--- src/rtl/lp_pkg.sv ---
// Shared types and constants for the tile accumulator: FSM encoding and the
// default widths/helpers used to size the rounding/saturation datapath.
package lp_pkg;

    typedef enum logic [1:0] {
        ST_IDLE  = 2'd0,
        ST_FIRST = 2'd1,
        ST_ACCUM = 2'd2,
        ST_LAST  = 2'd3
    } lp_state_e;

    localparam int LP_DATA_WIDTH_IN   = 16;
    localparam int LP_FRAC_IN         = 12;
    localparam int LP_DATA_WIDTH_ACC  = 32;
    localparam int LP_DATA_WIDTH_RSLT = 16;
    localparam int LP_FRAC_RSLT       = 12;

    // Positive = right shift (drop fraction bits), negative = left shift.
    function automatic int lp_rs_shift(input int frac_in, input int frac_rslt);
        return frac_in - frac_rslt;
    endfunction

    // Working width: sign + rounding carry headroom, plus room for a left shift.
    function automatic int lp_rs_width(input int acc_w, input int shift);
        return acc_w + 2 + ((shift < 0) ? -shift : 0);
    endfunction

endpackage

--- src/rtl/lp_round_sat.sv ---
// Per-channel rescale of an accumulator value: arithmetic shift with
// round-half-up, then saturate to the signed result width.
module lp_round_sat
    import lp_pkg::*;
#(
    parameter int ACC_W     = LP_DATA_WIDTH_ACC,
    parameter int RSLT_W    = LP_DATA_WIDTH_RSLT,
    parameter int FRAC_IN   = LP_FRAC_IN,
    parameter int FRAC_RSLT = LP_FRAC_RSLT
) (
    input  logic [ACC_W-1:0]  acc_i,
    output logic [RSLT_W-1:0] rslt_o,
    output logic              ovf_o
);

    localparam int SHIFT = lp_rs_shift(FRAC_IN, FRAC_RSLT);
    localparam int WW    = lp_rs_width(ACC_W, SHIFT);

    localparam logic signed [WW-1:0] SMAX = {{(WW-RSLT_W+1){1'b0}}, {(RSLT_W-1){1'b1}}};
    localparam logic signed [WW-1:0] SMIN = {{(WW-RSLT_W+1){1'b1}}, {(RSLT_W-1){1'b0}}};

    logic signed [WW-1:0] ext;
    logic signed [WW-1:0] scaled;

    assign ext = WW'(signed'(acc_i));

    generate
        if (SHIFT > 0) begin : g_rshift
            localparam logic signed [WW-1:0] HALF = WW'(1) <<< (SHIFT - 1);
            assign scaled = (ext + HALF) >>> SHIFT;
        end else if (SHIFT < 0) begin : g_lshift
            assign scaled = ext <<< (-SHIFT);
        end else begin : g_pass
            assign scaled = ext;
        end
    endgenerate

    always_comb begin
        ovf_o  = 1'b0;
        rslt_o = scaled[RSLT_W-1:0];
        if (scaled > SMAX) begin
            ovf_o  = 1'b1;
            rslt_o = SMAX[RSLT_W-1:0];
        end else if (scaled < SMIN) begin
            ovf_o  = 1'b1;
            rslt_o = SMIN[RSLT_W-1:0];
        end
    end

endmodule

--- src/rtl/lp_tile_accumulator.sv ---
// Multi-pass partial-sum accumulator: CHANNELS lockstep streams are summed
// over cfg_tiles passes in a shared memory; the final pass is rescaled and emitted.
module lp_tile_accumulator
    import lp_pkg::*;
#(
    parameter int CHANNELS             = 4,
    parameter int DEPTH                = 16,
    parameter int DATA_WIDTH_IN        = LP_DATA_WIDTH_IN,
    parameter int FRACTIONAL_BITS_IN   = LP_FRAC_IN,
    parameter int DATA_WIDTH_ACC       = LP_DATA_WIDTH_ACC,
    parameter int DATA_WIDTH_RSLT      = LP_DATA_WIDTH_RSLT,
    parameter int FRACTIONAL_BITS_RSLT = LP_FRAC_RSLT,
    parameter int TILE_WIDTH           = 8,
    parameter int ID_ENABLE            = 0,
    localparam int ID_WIDTH            = ID_ENABLE ? 8 : 1
) (
    input  logic                                clk,
    input  logic                                rst,
    input  logic [TILE_WIDTH-1:0]               cfg_tiles,
    input  logic [CHANNELS*DATA_WIDTH_IN-1:0]   s_axis_tdata,
    input  logic [CHANNELS-1:0]                 s_axis_tvalid,
    output logic [CHANNELS-1:0]                 s_axis_tready,
    input  logic [CHANNELS-1:0]                 s_axis_tlast,
    input  logic [CHANNELS*ID_WIDTH-1:0]        s_axis_tid,
    output logic [CHANNELS*DATA_WIDTH_RSLT-1:0] m_axis_tdata,
    output logic [CHANNELS-1:0]                 m_axis_tvalid,
    input  logic [CHANNELS-1:0]                 m_axis_tready,
    output logic [CHANNELS-1:0]                 m_axis_tlast,
    output logic [ID_WIDTH-1:0]                 m_axis_tid,
    output logic                                busy,
    output logic                                err_unaligned,
    output logic                                err_length,
    output logic                                err_overflow
);

    localparam int IDX_W = (DEPTH > 1) ? $clog2(DEPTH) : 1;
    localparam int LEN_W = IDX_W + 1;
    localparam logic [IDX_W-1:0] IDX_LAST = IDX_W'(DEPTH - 1);

    lp_state_e state_q, state_d, eff_state;
    logic [IDX_W-1:0]      idx_q, idx_d;
    logic [LEN_W-1:0]      len0_q, len0_d, cur_len;
    logic [TILE_WIDTH-1:0] pass_q, pass_d, tiles_q, tiles_d, tiles_in, tiles_cur;
    logic                  full_q, full_d, fp_q, fp_d;
    logic                  err_u_q, err_u_d, err_l_q, err_l_d, err_o_q, err_o_d;
    logic                                            out_vld_q, out_vld_d, out_last_q, out_last_d;
    logic [CHANNELS-1:0][DATA_WIDTH_RSLT-1:0]        out_data_q, out_data_d;
    logic [ID_WIDTH-1:0]                             out_tid_q, out_tid_d;

    logic all_valid, m_rdy_all, s_ready, accept, last_beat, first_pass, base_zero, mem_we, load;
    logic unused_tid;

    logic [CHANNELS*DATA_WIDTH_ACC-1:0]       mem [DEPTH];
    logic [CHANNELS-1:0][DATA_WIDTH_ACC-1:0]  rdata, sum;
    logic [CHANNELS-1:0][DATA_WIDTH_RSLT-1:0] rs;
    logic [CHANNELS-1:0]                      ovf;

    assign all_valid  = &s_axis_tvalid;
    assign m_rdy_all  = &m_axis_tready;
    assign last_beat  = s_axis_tlast[0];
    assign tiles_in   = (cfg_tiles == '0) ? TILE_WIDTH'(1) : cfg_tiles;
    assign tiles_cur  = (state_q == ST_IDLE) ? tiles_in : tiles_q;
    assign eff_state  = (state_q != ST_IDLE) ? state_q :
                        (tiles_in == TILE_WIDTH'(1)) ? ST_LAST : ST_FIRST;
    // Gate on the effective state so a single-pass run never overwrites an unconsumed result.
    assign s_ready    = (eff_state != ST_LAST) || !out_vld_q || m_rdy_all;
    assign accept     = all_valid && s_ready;
    assign first_pass = (state_q == ST_IDLE) || fp_q;
    assign cur_len    = LEN_W'(idx_q) + LEN_W'(1);
    // Entries beyond the first pass length were never written this run.
    assign base_zero  = first_pass || (LEN_W'(idx_q) >= len0_q);
    assign mem_we     = accept && !full_q && (eff_state != ST_LAST);
    assign load       = accept && !full_q && (eff_state == ST_LAST);
    assign rdata      = mem[idx_q];
    assign unused_tid = ^s_axis_tid;

    generate
        for (genvar c = 0; c < CHANNELS; c++) begin : g_ch
            logic [DATA_WIDTH_ACC-1:0] base, din;
            assign base   = base_zero ? '0 : rdata[c];
            assign din    = DATA_WIDTH_ACC'(signed'(s_axis_tdata[c*DATA_WIDTH_IN +: DATA_WIDTH_IN]));
            assign sum[c] = base + din;

            lp_round_sat #(
                .ACC_W     (DATA_WIDTH_ACC),
                .RSLT_W    (DATA_WIDTH_RSLT),
                .FRAC_IN   (FRACTIONAL_BITS_IN),
                .FRAC_RSLT (FRACTIONAL_BITS_RSLT)
            ) u_rs (
                .acc_i  (sum[c]),
                .rslt_o (rs[c]),
                .ovf_o  (ovf[c])
            );
        end
    endgenerate

    always_ff @(posedge clk) begin
        if (mem_we) mem[idx_q] <= sum;
    end

    always_comb begin
        state_d    = state_q;
        idx_d      = idx_q;
        full_d     = full_q;
        fp_d       = fp_q;
        len0_d     = len0_q;
        pass_d     = pass_q;
        tiles_d    = tiles_q;
        err_u_d    = err_u_q;
        err_l_d    = err_l_q;
        err_o_d    = err_o_q;
        out_vld_d  = out_vld_q && !m_rdy_all;
        out_data_d = out_data_q;
        out_last_d = out_last_q;
        out_tid_d  = out_tid_q;
        if (load) begin
            out_vld_d  = 1'b1;
            out_data_d = rs;
            out_last_d = last_beat;
            out_tid_d  = s_axis_tid[ID_WIDTH-1:0];
            if (|ovf) err_o_d = 1'b1;
        end
        if (accept) begin
            if (state_q == ST_IDLE) begin
                tiles_d = tiles_in;
                fp_d    = 1'b1;
            end
            if (s_axis_tlast != {CHANNELS{last_beat}}) err_u_d = 1'b1;
            if (full_q) err_l_d = 1'b1;
            if (last_beat) begin
                idx_d  = '0;
                full_d = 1'b0;
                fp_d   = 1'b0;
                pass_d = pass_q + TILE_WIDTH'(1);
                if (first_pass) len0_d = cur_len;
                else if (full_q || cur_len != len0_q) err_l_d = 1'b1;
                if (eff_state == ST_LAST) begin
                    state_d = ST_IDLE;
                    pass_d  = '0;
                end else if (pass_q + TILE_WIDTH'(1) == tiles_cur - TILE_WIDTH'(1)) begin
                    state_d = ST_LAST;
                end else begin
                    state_d = ST_ACCUM;
                end
            end else begin
                state_d = eff_state;
                if (idx_q == IDX_LAST) full_d = 1'b1;
                else                   idx_d  = idx_q + IDX_W'(1);
            end
        end
    end

    always_ff @(posedge clk or negedge rst) begin
        if (!rst) begin
            state_q    <= ST_IDLE;
            idx_q      <= '0;
            full_q     <= 1'b0;
            fp_q       <= 1'b0;
            len0_q     <= '0;
            pass_q     <= '0;
            tiles_q    <= '0;
            err_u_q    <= 1'b0;
            err_l_q    <= 1'b0;
            err_o_q    <= 1'b0;
            out_vld_q  <= 1'b0;
            out_data_q <= '0;
            out_last_q <= 1'b0;
            out_tid_q  <= '0;
        end else begin
            state_q    <= state_d;
            idx_q      <= idx_d;
            full_q     <= full_d;
            fp_q       <= fp_d;
            len0_q     <= len0_d;
            pass_q     <= pass_d;
            tiles_q    <= tiles_d;
            err_u_q    <= err_u_d;
            err_l_q    <= err_l_d;
            err_o_q    <= err_o_d;
            out_vld_q  <= out_vld_d;
            out_data_q <= out_data_d;
            out_last_q <= out_last_d;
            out_tid_q  <= out_tid_d;
        end
    end

    assign s_axis_tready = {CHANNELS{s_ready}};
    assign m_axis_tvalid = {CHANNELS{out_vld_q}};
    assign m_axis_tlast  = {CHANNELS{out_last_q}};
    assign m_axis_tdata  = out_data_q;
    assign m_axis_tid    = out_tid_q;
    assign busy          = (state_q != ST_IDLE);
    assign err_unaligned = err_u_q;
    assign err_length    = err_l_q;
    assign err_overflow  = err_o_q;

endmodule

--- config.mk ---
export PLATFORM = sky130hd
export DESIGN_NAME = lp_tile_accumulator
export DESIGN_NICKNAME = d
export VERILOG_FILES = /design/src/rtl/lp_pkg.sv /design/src/rtl/lp_round_sat.sv /design/src/rtl/lp_tile_accumulator.sv
export SDC_FILE = /design/constraint.sdc
export NUM_CORES = 2
export LEC_CHECK = 0
export BUFFER_PORTS_ARGS = -buffer_cell sky130_fd_sc_hd__clkbuf_2
export CAP_MARGIN = 20
export CORE_MARGIN = 2
export CORE_UTILIZATION = 59
export CTS_BUF_LIST = sky130_fd_sc_hd__clkbuf_4 sky130_fd_sc_hd__clkbuf_8
export DETAILED_ROUTE_END_ITERATION = 8
export GPL_TIMING_DRIVEN = 0
export PLACE_DENSITY = 0.81
export SLEW_MARGIN = 20
export SYNTH_ARGS = -nofsm -noshare
export SYNTH_HDL_FRONTEND = slang
export SYNTH_SLANG_ARGS = --single-unit
--- constraint.sdc ---
create_clock -name clk -period 11.53 [get_ports clk]
set_input_delay 2.306 -clock clk [delete_from_list [all_inputs] [get_ports clk]]
set_output_delay 2.306 -clock clk [all_outputs]
set_load 0.01 [all_outputs]
-- After elaboration in Yosys (flattened, before gate mapping)
Memories as Yosys holds them, arrays and structs flattened.
Index checks and enable logic that the tools add are counted.
- add/subtract/negate cells: 8
- equality and inequality tests: 8
- reductions and logical operators: 28
- mux-type cells: 41
- order comparisons: 9
- operators by type and width (operator ; number):
    $add 32x32->32 ; 4
    $gt 32x16->1 const B ; 4
    $lt 32x16->1 const B ; 4
    $mux 16 ; 8
    $mux 32 ; 4
    $mux 8 ; 3
    $mux 1 ; 20
    $reduce_and 2->1 ; 6
    $add 8x1->8 const B ; 1
    $eq 8x1->1 const B ; 1
    $eq 8x8->1 ; 1
    $logic_not 8->1 ; 1
    $mux 2 ; 4
    $mux 4 ; 2
    $reduce_and 4->1 ; 2
    $sub 8x1->8 const B ; 1
    $reduce_bool 2->1 ; 3
    $add 4x1->5 const B ; 1
    $ge 4x5->1 ; 1
    $logic_and 1x1->1 ; 5
    $logic_or 1x1->1 ; 5
    $ne 5x5->1 ; 1
    $add 4x1->4 const B ; 1
    $eq 4x4->1 const B ; 1
    7 further kinds ; 10
- flip-flop bits (word level): 99
- memory bits (writable): 2048
- output and inout port bits: 81
- memories: 1
- word-level logic and storage cells: 112
- memory list (name ; depth ; width ; rd ports ; clocked after memory_dff ; write ports ; line ; RTL):
    mem ; 16 ; 128 ; 1 ; 0 ; 1 ; lp_tile_accumulator.sv:53 ; logic [CHANNELS*DATA_WIDTH_ACC-1:0] mem [DEPTH];

-- Longest topological paths before layout
- depth after elaboration: 13
- gate-level depth with buffers: 31

-- By module
Synthesis repeated with hierarchy kept, for this count alone.
- cell total of the unflattened synthesis: 4486
- area, all modules: 89932.5 µm²
- by module, submodules not included (module ; times used ; area an instance (µm²) ; cells an instance):
    lp_tile_accumulator ; 1 ; 88981.6 ; 4370
    lp_round_sat ; 4 ; 237.7 ; 29

-- Worst setup path before layout
OpenSTA, ideal clock, no wires.
- path kind: input-to-reg
- from: input port cfg_tiles[2]
- to: memory mem[0][0] (netlist bit), enable pin
- data required time: 10.758 ns
- setup time: 0.772 ns
- cell stages on the path: 7
- path buffers: 0
- arrival time: 11.746 ns
- path slack: -0.988 ns
- cell sequence: nor3_1 -> nand2_1 -> nor2_1 -> a21oi_1 -> and3b_1 -> nand2_1 -> nor3_1
- longest elaborated chain between the ends: 13
- RTL lines (what ; line ; RTL):
    start, declared ; lp_tile_accumulator.sv:19 ; input logic [TILE_WIDTH-1:0] cfg_tiles,
    $logic_not 8->1 ; lp_tile_accumulator.sv:61 ; assign tiles_in = (cfg_tiles == '0) ? TILE_WIDTH'(1) : cfg_tiles;
    $mux 8 * ; lp_tile_accumulator.sv:61 ;
    $eq 8x1->1 * ; lp_tile_accumulator.sv:64 ; (tiles_in == TILE_WIDTH'(1)) ? ST_LAST : ST_FIRST;
    $mux 2 * ; lp_tile_accumulator.sv:64 ;
    $mux 2 * ; lp_tile_accumulator.sv:63 ; assign eff_state = (state_q != ST_IDLE) ? state_q :
    $ne 2x2->1 * ; lp_tile_accumulator.sv:66, lp_tile_accumulator.sv:72 ;
    $logic_or 1x1->1 (2 in series) ; lp_tile_accumulator.sv:66 ; assign s_ready = (eff_state != ST_LAST) || !out_vld_q || m_rdy_all;
    $logic_and 1x1->1 ; lp_tile_accumulator.sv:67 ; assign accept = all_valid && s_ready;
    $logic_and 1x1->1 ; lp_tile_accumulator.sv:72 ; assign mem_we = accept && !full_q && (eff_state != ST_LAST);
    $logic_and 1x1->1 * ; lp_tile_accumulator.sv:72 ;
    $mux 1 * ; lp_tile_accumulator.sv:98 ; if (mem_we) mem[idx_q] <= sum;
    $mux 1 (not written as such) * ; lp_tile_accumulator.sv:98 ;
    end, declared ; lp_tile_accumulator.sv:53 ;
Every way passes the cells marked *; elsewhere a longest branch is shown, timed or not.

-- Final worst setup path
- from: register idx_q[0]
- to: register err_o_q, in the netlist err_overflow
- longest elaborated chain between the ends: 9
- RTL lines (what ; line ; RTL):
    start, declared ; lp_tile_accumulator.sv:41 ; logic [IDX_W-1:0] idx_q, idx_d;
    start signal, assigned ; lp_tile_accumulator.sv:171 ; idx_q <= idx_d;
    $ge 4x5->1 ; lp_tile_accumulator.sv:71 ; assign base_zero = first_pass || (LEN_W'(idx_q) >= len0_q);
    $logic_or 1x1->1 ; lp_tile_accumulator.sv:71 ;
    $mux 32 * ; lp_tile_accumulator.sv:80 ; assign base = base_zero ? '0 : rdata[c];
    $add 32x32->32 * ; lp_tile_accumulator.sv:82 ; assign sum[c] = base + din;
    via g_ch[2].u_rs.acc_i[24] ; lp_round_sat.sv:11 ; input logic [ACC_W-1:0] acc_i,
    $lt 32x16->1 ; lp_round_sat.sv:44 ; end else if (scaled < SMIN) begin
    $mux 1 ; lp_round_sat.sv:44 ;
    $mux 1 * ; lp_round_sat.sv:41 ; if (scaled > SMAX) begin
    $reduce_or 4->1 * ; lp_tile_accumulator.sv:121 ; if (|ovf) err_o_d = 1'b1;
    $reduce_and 2->1 (no source line) * ; -- ;
    end signal, assigned ; lp_tile_accumulator.sv:179 ; err_o_q <= err_o_d;
    end, declared ; lp_tile_accumulator.sv:45 ; logic err_u_q, err_u_d, err_l_q, err_l_d, err_o_q, err_o_d;
The timed path passes the listed nets; every way through them passes the cells marked *.
A chain may end at the register's enable or synchronous reset.

==> out/metrics.cfg <==
[power]
power_frac_comb = 0.239
seqPwrFrac = 0.467
p_int_w = 0.0149
clkPwrFrac = 0.294
power_switching_w = 0.00621
cellLeakagePower_nw = 34.3
switching_share = 0.294
vdd_drop_max_mv = 0.138
p_per_area_nw_per_um2 = 204

[sta]
setup_viol = 0
final.setup.tns_ns = 0
hold_viol = 0
rsz0062_at_grt = false
maxSlewViolCount = 0
final.min_clock_period_ns = 10.89
finalCritPeriodShare = 0.944
fin_skew_ns = 0.0839
relSlewSlack = 0.166
clock.fmax_mhz = 91.8
worstMarginPinSlew_ns = 1.25
worst_slack_ns = 0.641

[global_routing]
grt_usage = 0.301
grt_max_degree = 65
grt_pass1_vias = 51000
overflow = 0
grt_antenna_before_repair = 7
grt_first_pass_wirelength_um = 338000

[worst_setup_path]
critPathLaunch = idx_q[0]
crit_type = flip-flop to flip-flop
path_depth = 28
critPathTopFamily = buffers and inverters
endpoint = err_overflow
reg2reg_slack_ns = 0.64
reg2reg_from = idx_q[0]
critPathRequiredTime_ns = 12.46
ff2ff_path_depth = 28
endpoint_kind = flip-flop
crit_buf_inv = 8
cpPeakStageDelay_ns = 0.89
critPathMaxFanout = 18
crit_path_top_delay_cell = buf_1
rr_endpoint = err_overflow
start_kind = flip-flop
crit_arrival_ns = 11.81

[floorplanning]
core-area_um2 = 151000
die_x_um = 394
io_pins = 171
dieArea_um2 = 155000
initial_core_util = 0.593
die_y_um = 394
row_count = 143

[clock_tree]
cts_buffers = 338
clock-root-buffer = clkbuf_8
cts_tree = built
clk_latency_ns = 1.05
cts_setup_buffers = 0
hold_buffers = 0
cts.repair.resized = 0
clockBufferDepth = 4
cts.sinks = 2147
htree_num_levels = 5
clk_pin_slew_worst_paths_ns = 0.06

[synthesis]
avgSynthCellArea_um2 = 19.5
synth-seq-area-share = 0.713
synth_edf_count = 2048
synth_flop_cell = edfxtp_1
synth_top_area_frac = 0.686
ys_ff_latch = 2147
async_reset_ff_frac = 0.0461
yosys-top-cells-area = edfxtp_1 69%, mux4_2 16%, dfrtp_1 2.8%, ha_1 1.9%, nor2b_1 1.1%
synthesis.instances = 4591
mappedNetlistArea_um2 = 89700
synth.net_count = 4819
synth_warnings = 0
synth.distinct_cells = 95
synth_largest_area_cell = edfxtp_1

[final_layout]
layout_commonest_cell = edfxtp_1
drive_above_1_share = 0.315
area_delta_synth_final_pct = 15.6
utilization = 0.685
nets = 5499
multi_input_area_um2 = 25400
area.sequential_um2 = 64000
fillers = 9038
layout_common_cells = 2,048 x edfxtp_1, 637 x mux4_2, 352 x clkbuf_8

[route]
drt-wirelength-per-cell_um = 30.8
vias_per_cell = 6.63
drt_first_pass_iters = 8
drc = 0
drt-initial-drc-count = 7200
totalWireLength_um = 233000
via_count = 50000
ant_nets = 0

[placement]
portBuffers = 167
gp_congestion = 0.893
dp_hpwl_um = 156000
dpl_worst_slack_ns = 0.824

[outcome]
status = complete, no violations

[hold_path]
hold_class = flip-flop to flip-flop

[run]
maxCapViolations = 0

-- per-layer routing --
layer / GRT usage / up-vias / wire length, um / share of wire
met1: 0.394 / 25600 / 80800 / 0.35
met2: 0.491 / 3421 / 115000 / 0.50
met3: 0.0612 / 657 / 24500 / 0.11
met5: 0 / - / 50 / 0.00022
li1: - / 20300 / - / -
met4: 0.138 / 8 / 11800 / 0.051
-- power groups by stage --
stage	Combinational (W)	Clock, W	Sequential [W]
2_1_floorplan	0.00316	0	0.0100
3_3_place_gp	0.00458	0	0.0101
3_5_place_dp	0.00486	0	0.0101
4_1_cts	0.00488	0.00627	0.00989
5_1_grt	0.00540	0.00659	0.00989
6_report	0.00506	0.00621	0.00988
-- cell type report --
type | count | area share
buffer | 224 | 0.00975
sequential | 2147 | 0.617
timing repair buffer | 340 | 0.0402
clock buffer | 475 | 0.0556
tap | 2030 | 0.0245
antenna | 4 | 0.0000965
inverter | 56 | 0.00203
clock inverter | 106 | 0.00624
multi-input combinational | 2164 | 0.245
-- flip-flops by register name, summed over array words and instances, names as in the netlist --
name and flops:
out_vld_q 1, out_last_q 1, mem 2048, len0_q 5
state_q 2, m_axis_tdata 64, err_unaligned 1, err_length 1
full_q 1, pass_q 8, fp_q 1, tiles_q 8
err_overflow 1, idx_q 4, m_axis_tid 1
-- synthesized netlist by cell type (21+ instances only) --
master    count
edfxtp_1   2048
mux4_2      637
nand2_1     196
a21oi_1     171
nor2b_1     155
clkbuf_1    145
ha_1        134
nor2_1      124
o21ai_0     109
dfrtp_1      99
xnor2_1      84
inv_1        55
a21o_1       48
buf_1        48
xor2_1       41
nand3_1      37
nand4_1      33
nor3_1       30
a211oi_1     23
o21ai_1      22
o21bai_1     21
-- worst min path at each step --
stage / depth (start not counted) / start / slack [ns] / endpoint
after floorplan: 2 / tiles_q[1] / 0.45 / tiles_q[1]
after global placement: 1 / err_unaligned / 0.45 / err_unaligned
after detailed placement: 1 / err_unaligned / 0.46 / err_unaligned
after CTS: 1 / err_unaligned / 0.48 / err_unaligned
after global routing: 1 / err_unaligned / 0.49 / err_unaligned
final: 1 / err_unaligned / 0.47 / err_unaligned
-- cells by family (layout without fill, tap and decap cells) --
group	after synthesis	count (layout)	share of synthesized area
other	0	4	0
AO/OA/AOI/OAI	554	554	0.0403
multiplexers	661	661	0.163
buffers and inverters	280	1201	0.0129
flip-flops	2147	2147	0.713
adder cells (fa/ha/maj)	138	138	0.0196
XOR/XNOR	127	127	0.0126
AND/OR/NAND/NOR	684	684	0.0386
-- stage by stage --
step / total power, W / cell area (um2) / instances / hold slack (ns)
floorplan: 0.0132 / 89700 / 4591 / 0.450
global placement: 0.0146 / 93100 / 6788 / 0.452
detailed placement: 0.0149 / 96700 / 6955 / 0.462
CTS: 0.0210 / 103000 / 7536 / 0.477
global route: 0.0219 / 104000 / 7544 / 0.492
finish: 0.0211 / 104000 / 7546 / 0.472
No activity file was read; power rests on OpenSTA's default activity.
